<file path="src/rtl/piso_ctrl_pkg.sv">
// piso_ctrl_pkg -- shared types and helpers for the PISO frame controller.
//   state_t   : controller FSM states (IDLE, LOAD, SHIFT, PAR, GAP)
//   cnt_width : width of the shift down-counter for a given word width
//   GAP_CNT_W : width of the inter-frame idle counter (GAP range 0..255)
package piso_ctrl_pkg;

  typedef enum logic [2:0] {
    S_IDLE  = 3'd0,
    S_LOAD  = 3'd1,
    S_SHIFT = 3'd2,
    S_PAR   = 3'd3,
    S_GAP   = 3'd4
  } state_t;

  localparam int GAP_CNT_W = 8;

  // A one-bit word still needs a one-bit counter.
  function automatic int cnt_width(input int w);
    return (w > 1) ? $clog2(w) : 1;
  endfunction

endpackage

</file>
<file path="src/rtl/piso_ctrl_if.sv">
// piso_ctrl_if -- bundle between the word source, the controller and the piso.
//   Upstream side : in_valid, in_data (source -> ctrl), in_ready (ctrl -> source),
//                   abort (source -> ctrl)
//   Piso side     : latch, pdata, frame, done, par_sel, par_bit (ctrl -> piso/sink)
//   Debug         : state (current controller FSM state)
// Modports: slave = controller view, master = source/sink (bench) view.
//
// Handshake: a word transfers on a rising clock edge where in_valid and
// in_ready are both high. in_valid may be asserted regardless of in_ready;
// in_data must be stable while in_valid is high and in_ready is low only if
// the source cares which word is taken -- the controller samples in_data
// solely on the transfer edge.
interface piso_ctrl_if #(
  parameter int WIDTH = 8
);
  import piso_ctrl_pkg::*;

  logic             in_valid;
  logic [WIDTH-1:0] in_data;
  logic             in_ready;
  logic             abort;
  logic             latch;
  logic [WIDTH-1:0] pdata;
  logic             frame;
  logic             done;
  logic             par_sel;
  logic             par_bit;
  state_t           state;

  modport slave (
    input  in_valid, in_data, abort,
    output in_ready, latch, pdata, frame, done, par_sel, par_bit, state
  );

  modport master (
    output in_valid, in_data, abort,
    input  in_ready, latch, pdata, frame, done, par_sel, par_bit, state
  );

endinterface

</file>
<file path="src/rtl/piso_ctrl.sv">
// piso_ctrl -- frame controller driving a piso shift register.
// Accepts one word in IDLE, strobes latch for one cycle (LOAD), marks WIDTH
// serial cycles with frame (SHIFT), optionally a parity cycle (PAR), then
// GAP idle cycles before accepting the next word.
//   Parameters : WIDTH (word width), GAP (idle cycles after a frame, 0..255)
//   Ports      : clk, rst (async active-high), bus (piso_ctrl_if.slave)
//   Macro      : PISO_CTRL_PARITY_EN -- when defined, adds the PAR cycle with
//                even parity on par_bit; otherwise par_sel/par_bit are 0.
module piso_ctrl
  import piso_ctrl_pkg::*;
#(
  parameter int WIDTH = 8,
  parameter int GAP   = 0
) (
  input  logic        clk,
  input  logic        rst,
  piso_ctrl_if.slave  bus
);

  localparam int                   CW       = cnt_width(WIDTH);
  localparam logic [CW-1:0]        CNT_LAST = CW'(WIDTH - 1);
  localparam logic [GAP_CNT_W-1:0] GAP_LAST = GAP_CNT_W'(GAP - 1);

  state_t               state, state_nx;
  logic [CW-1:0]        cnt, cnt_nx;
  logic [GAP_CNT_W-1:0] gcnt, gcnt_nx;
  logic [WIDTH-1:0]     word;
  logic                 rdy_en;
  logic                 handshake;
  logic                 last_cycle;

  // rdy_en keeps in_ready low during reset and for the first edge after it.
  assign bus.in_ready = rdy_en && (state == S_IDLE);
  assign handshake    = bus.in_valid && bus.in_ready;

  always_ff @(posedge clk or posedge rst) begin
    if (rst) begin
      state  <= S_IDLE;
      cnt    <= '0;
      gcnt   <= '0;
      word   <= '0;
      rdy_en <= 1'b0;
    end else begin
      state  <= state_nx;
      cnt    <= cnt_nx;
      gcnt   <= gcnt_nx;
      rdy_en <= 1'b1;
      if (handshake) begin
        word <= bus.in_data;
      end
    end
  end

  always_comb begin
    state_nx = state;
    cnt_nx   = cnt;
    gcnt_nx  = gcnt;
    case (state)
      S_IDLE: begin
        if (handshake) begin
          state_nx = S_LOAD;
        end
      end
      S_LOAD: begin
        state_nx = S_SHIFT;
        cnt_nx   = CNT_LAST;
      end
      S_SHIFT: begin
        // Counter holds at zero on exit rather than wrapping.
        if (cnt == '0) begin
`ifdef PISO_CTRL_PARITY_EN
          state_nx = S_PAR;
`else
          if (GAP > 0) begin
            state_nx = S_GAP;
            gcnt_nx  = GAP_LAST;
          end else begin
            state_nx = S_IDLE;
          end
`endif
        end else begin
          cnt_nx = cnt - 1'b1;
        end
      end
`ifdef PISO_CTRL_PARITY_EN
      S_PAR: begin
        if (GAP > 0) begin
          state_nx = S_GAP;
          gcnt_nx  = GAP_LAST;
        end else begin
          state_nx = S_IDLE;
        end
      end
`endif
      S_GAP: begin
        if (gcnt == '0) begin
          state_nx = S_IDLE;
        end else begin
          gcnt_nx = gcnt - 1'b1;
        end
      end
      default: begin
        state_nx = S_IDLE;
      end
    endcase

    // Abort wins over every transition out of a busy state; in IDLE it is
    // ignored so a simultaneous in_valid is still accepted.
    if (bus.abort && (state != S_IDLE)) begin
      state_nx = S_IDLE;
      cnt_nx   = '0;
      gcnt_nx  = '0;
    end
  end

`ifdef PISO_CTRL_PARITY_EN
  assign last_cycle  = (state == S_PAR);
  assign bus.par_sel = (state == S_PAR);
  assign bus.par_bit = ^word;
`else
  assign last_cycle  = (state == S_SHIFT) && (cnt == '0);
  assign bus.par_sel = 1'b0;
  assign bus.par_bit = 1'b0;
`endif

  assign bus.latch = (state == S_LOAD);
  assign bus.pdata = word;
  assign bus.frame = (state == S_SHIFT) || (state == S_PAR);
  // An aborted final cycle must not look like a completed frame.
  assign bus.done  = last_cycle && !bus.abort;
  assign bus.state = state;

endmodule

</file>
<file path="src/flat_wrapper.sv">
// flat-port wrapper written by rule: the top's interface ports become plain ports
module piso_ctrl_flat import piso_ctrl_pkg::*;
#(
  parameter int WIDTH = 8,
  parameter int GAP   = 0
)
  (clk, rst, bus_in_valid, bus_in_data, bus_abort, bus_in_ready, bus_latch, bus_pdata, bus_frame, bus_done, bus_par_sel, bus_par_bit, bus_state);
  piso_ctrl_if #(.WIDTH(WIDTH)) bus_i ();
  input  logic clk;
  input  logic rst;
  input wire logic [$bits(bus_i.in_valid)-1:0] bus_in_valid;
  input wire logic [$bits(bus_i.in_data)-1:0] bus_in_data;
  input wire logic [$bits(bus_i.abort)-1:0] bus_abort;
  output wire logic [$bits(bus_i.in_ready)-1:0] bus_in_ready;
  output wire logic [$bits(bus_i.latch)-1:0] bus_latch;
  output wire logic [$bits(bus_i.pdata)-1:0] bus_pdata;
  output wire logic [$bits(bus_i.frame)-1:0] bus_frame;
  output wire logic [$bits(bus_i.done)-1:0] bus_done;
  output wire logic [$bits(bus_i.par_sel)-1:0] bus_par_sel;
  output wire logic [$bits(bus_i.par_bit)-1:0] bus_par_bit;
  output wire logic [$bits(bus_i.state)-1:0] bus_state;
  assign bus_i.in_valid = bus_in_valid;
  assign bus_i.in_data = bus_in_data;
  assign bus_i.abort = bus_abort;
  assign bus_in_ready = bus_i.in_ready;
  assign bus_latch = bus_i.latch;
  assign bus_pdata = bus_i.pdata;
  assign bus_frame = bus_i.frame;
  assign bus_done = bus_i.done;
  assign bus_par_sel = bus_i.par_sel;
  assign bus_par_bit = bus_i.par_bit;
  assign bus_state = bus_i.state;
  piso_ctrl #(.WIDTH(WIDTH), .GAP(GAP)) u_core (.clk(clk), .rst(rst), .bus(bus_i));
endmodule
</file>
<file path="config.mk">
export PLATFORM = sky130hd
export DESIGN_NAME = piso_ctrl_flat
export DESIGN_NICKNAME = d
export VERILOG_FILES = /design/src/rtl/piso_ctrl_pkg.sv /design/src/rtl/piso_ctrl_if.sv /design/src/rtl/piso_ctrl.sv /design/src/flat_wrapper.sv
export SDC_FILE = /design/constraint.sdc
export NUM_CORES = 1
export LEC_CHECK = 0
export CAP_MARGIN = 20
export CORE_UTILIZATION = 44
export CTS_BUF_LIST = sky130_fd_sc_hd__clkbuf_8
export CTS_CLUSTER_SIZE = 20
export DETAILED_ROUTE_END_ITERATION = 7
export PLACE_DENSITY = 0.81
export SYNTH_ARGS = -nofsm -noshare
export SYNTH_HDL_FRONTEND = slang
export SYNTH_SLANG_ARGS = --single-unit
</file>
<file path="constraint.sdc">
create_clock -name clk -period 1.9 [get_ports clk]
set_input_delay 0.38 -clock clk [delete_from_list [all_inputs] [get_ports clk]]
set_output_delay 0.38 -clock clk [all_outputs]
set_load 0.01 [all_outputs]
</file>
==> qor_table.md <==
| Step | Result | This run |
| --- | --- | --- |
| setup path | Worst setup EP type | output port |
| timing | Unrepaired setup endpoints after global routing | false |
| detailed routing | DR WL/cell | 11.8 um |
| detailed routing | DR vias/cell | 4.95 |
| clock network | Maximum level of the CTS H-tree | 1 |
| clock network | Clock-pin slew on the worst setup and hold paths | 0.06 ns |
| setup path | Worst-path maximum fanout | 6 |
| timing | Maximum clock frequency | 0.539 GHz |
| setup path | Classification of the worst setup path | flop to output port |
| synth | Synth warn | 0 |
| setup path | Cell breakdown of the critical path | nor2_2 > and2_2 > clkdlybuf4s50_1 |
| synth | Total standard cell area after synthesis | 727 sq um |
| timing | Pins over their slew limit | 0 |
| floorplan | Initial cell density of the core | 47.7% |
| detailed routing | Final antenna-violating net count | 0 |
| timing | Max-slew headroom at the worst pin | 65.6% |
| finish | Final Instance Area | 0.00109 sq mm |
| power | Total power of the final layout | 1180 uW |
| power | Power per standard cell area | 1080 mW/mm^2 |
| place | GPL Wtd Cong | 0.706 |
| setup path | Setup crit start kind | flop |
| global route | Largest net degree at the start of global routing | 15 |
| floorplan | Std-Cell Core Area | 0.00152 sq mm |
| finish | Total Nets Final | 110 |
| timing | Slew of the pin with the lowest slew margin | 0.515 ns |
| min path | Min-Delay Path Class | primary input to async pin |
| timing | Final setup TNS | 0 ns |
| clock network | Clock latency on the worst-skew pair | 0.24 ns |
| timing | Final setup violation count | 0 |
| detailed routing | Overall via count from detail_route | 550 |
| detailed routing | Post-detailed-route DRC marker count | 0 |
| finish | Commonest non-fill, non-tap cell in the layout | sky130_fd_sc_hd__clkdlybuf4s50_1 |
| floorplan | Vert. Die Dim | 42.6 um |
| setup path | Required time of the critical path | 1.52 ns |
| floorplan | Die ar. | 0.00182 sq mm |
| synth | Top FF cell, synth | sky130_fd_sc_hd__dfrtp_1 |
| setup path | Slowest Stage Delay on Critical Path | 0.52 ns |
| detailed routing | First DRT Iteration DRCs | 4 |
| synth | Synth Register Bits | 14 |
| timing | Tmin final | 1.85 ns |
| clock network | Clock Tree Buf Depth | 2 |
| clock network | CTS tree | yes |
| finish | Non-filler instance count after layout | 111 |
| power | Peak VDD IR | 0.798 mV |
| place | Post-detail-place hpwl | 969 um |
| synth | Register area share after synthesis | 48.2% |
| global route | Vias in the first global route | 504 |
| power | Leakage power | 0.000515 uW |
| timing | Number of hold-slack violations in the final timing report | 0 |
| detailed routing | Detailed-router iteration count before antenna repair | 3 |
| global route | Number of antenna violations at the first check in global routing | 0 |
| synth | Mapped Cells | 61 |
| timing | Clock Skew | 0.00258 ns |
| global route | Global-route usage over all layers | 16.5% |
| global route | First-pass GRT wire length | 2240 um |
| outcome | Result of the run | finished clean |
| detailed routing | Post-detailed-routing wire length | 1310 um |
| global route | Global-route congestion overflow total | 0 |
| finish | Layout cell share with drive strength beyond 1 | 30.5% |
| synth | Async set or reset register ratio after synthesis | 100% |
| run | Max capacitance violation total | 0 |
| place | Count of input and output buffers | 25 |
| place | Cell Area, Placed | 0.00101 sq mm |
| floorplan | Number of top-level design ports | 29 |
| finish | Area overhead of the layout relative to synthesis | 50.1% |
| clock network | CTS buffer count | 3 |
| floorplan | Std-Cell Rows | 14 |
| setup path | Worst-case register-to-register setup slack | 0.22 ns |
| finish | Most frequent cells in the layout | sky130_fd_sc_hd__clkdlybuf4s50_1 (23), sky130_fd_sc_hd__dfrtp_1 (12), sky130_fd_sc_hd__mux2_4 (8), sky130_fd_sc_hd__buf_4 (8) |
| place | Placed cells | 105 |
| synth | Number of enable flip-flop cells after synthesis | 0 |
| finish | Post-layout utilization of the core | 71.6% |
| setup path | Worst path arrival time | 1.47 ns |
| setup path | Worst-path cell with the longest stage delay | sky130_fd_sc_hd__clkdlybuf4s50_1 |
| clock network | Total number of clock tree sinks | 14 |
| finish | Number of antenna cells inserted | 0 |
| floorplan | X dimension of the die | 42.6 um |
| timing | Final period utilization | 97.6% |
| clock network | Clock tree root driver cell | sky130_fd_sc_hd__clkbuf_8 |
| synth | Average instance area after synthesis | 11.9 sq um |
| synth | Post-synthesis cell type count | 25 |
[timing repair]
item / in CTS / in global routing
pin swaps: 1 / 0
buffers inserted: 2 / 0
endpoints found under the hold margin: 0 / 0
setup endpoints to repair: 2 / 1
hold buffers: 0 / 0
resized for setup: 3 / 2
[where the power goes]
group	leakage [uW]	switching (uW)	internal, uW	total [uW]
combinational	0.000321	176	285	461
sequential	0.000166	61.7	377	439
clock	0.0000288	99.7	183	283
[state kept, by name, summed over array words and instances (netlist names)]
name and cells:
u_core.bus.pdata 8, u_core.cnt 3, u_core.rdy_en 1, u_core.bus.state 2
[per-stage QoR]
stage	hold slack, ns	setup WS (ns)
2_1_floorplan	0.269	0.449
3_3_place_gp	0.500	-0.168
3_5_place_dp	0.494	-0.227
4_1_cts	0.479	0.00424
5_1_grt	0.521	0.00887
6_report	0.468	0.0450
[final cells by class]
class | instances | area (sq um)
Timing Repair Buffer | 33 | 312
Tap cell | 16 | 20.0
Sequential cell | 14 | 353
Clock buffer | 4 | 55.1
Inverter | 4 | 15.0
Multi-Input combinational cell | 40 | 337
Fill cell | 115 | 433
[synthesized netlist by cell type (2+ instances only)]
master	number	area (sq um)
sky130_fd_sc_hd__or2b_1	3	22.5
sky130_fd_sc_hd__o221ai_1	2	17.5
sky130_fd_sc_hd__dfrtp_1	14	350
sky130_fd_sc_hd__nand2_1	3	11.3
sky130_fd_sc_hd__ha_1	2	25.0
sky130_fd_sc_hd__a22oi_1	2	15.0
sky130_fd_sc_hd__inv_1	4	15.0
sky130_fd_sc_hd__mux2_4	8	120
sky130_fd_sc_hd__or2_2	2	12.5
sky130_fd_sc_hd__a21oi_1	2	10.0
sky130_fd_sc_hd__conb_1	2	7.51
sky130_fd_sc_hd__nor2b_1	2	12.5
sky130_fd_sc_hd__buf_4	3	22.5
[layer usage]
| metal | vias up | global-route usage (%) | wire (um) |
|---|---|---|---|
| met5 | - | 0 | 0 |
| met4 | 0 | 5.63 | 7 |
| met3 | 2 | 4.31 | 83 |
| met2 | 23 | 25.2 | 625 |
| met1 | 259 | 22.6 | 598 |
| li1 | 266 | - | - |
[final timing paths]
kind / startpoint / endpoint / cells past startpoint
hold reg to reg: u_core.bus.pdata[1] / u_core.bus.pdata[1] / 1
hold / removal: rst / u_core.rdy_en / 2
setup / recovery: u_core.bus.state[0] / bus_in_ready / 3
min in group clk: u_core.bus.pdata[1] / u_core.bus.pdata[1] / 1
setup reg to reg: u_core.cnt[1] / u_core.cnt[0] / 6
max in group asynchronous: rst / u_core.bus.state[0] / 2
[worst max-delay path: cells and delay by family, from the launching register on]
| family | cells | cell delay [ns] |
|---|---|---|
| flip-flops | 1 | 0.45 |
| buffers and inverters | 1 | 0.52 |
| AND/OR/NAND/NOR | 2 | 0.27 |
[logic make-up after synthesis]
| family | after synthesis | share of synthesized area, % |
|---|---|---|
| compound gates | 7 | 6.88 |
| fa+ha+maj | 2 | 3.44 |
| buf+inv | 9 | 7.23 |
| flops | 14 | 48.2 |
| mux | 8 | 16.5 |
| other cells | 2 | 1.03 |
| simple gates | 19 | 16.7 |
No activity file was read; power rests on OpenSTA's default activity.
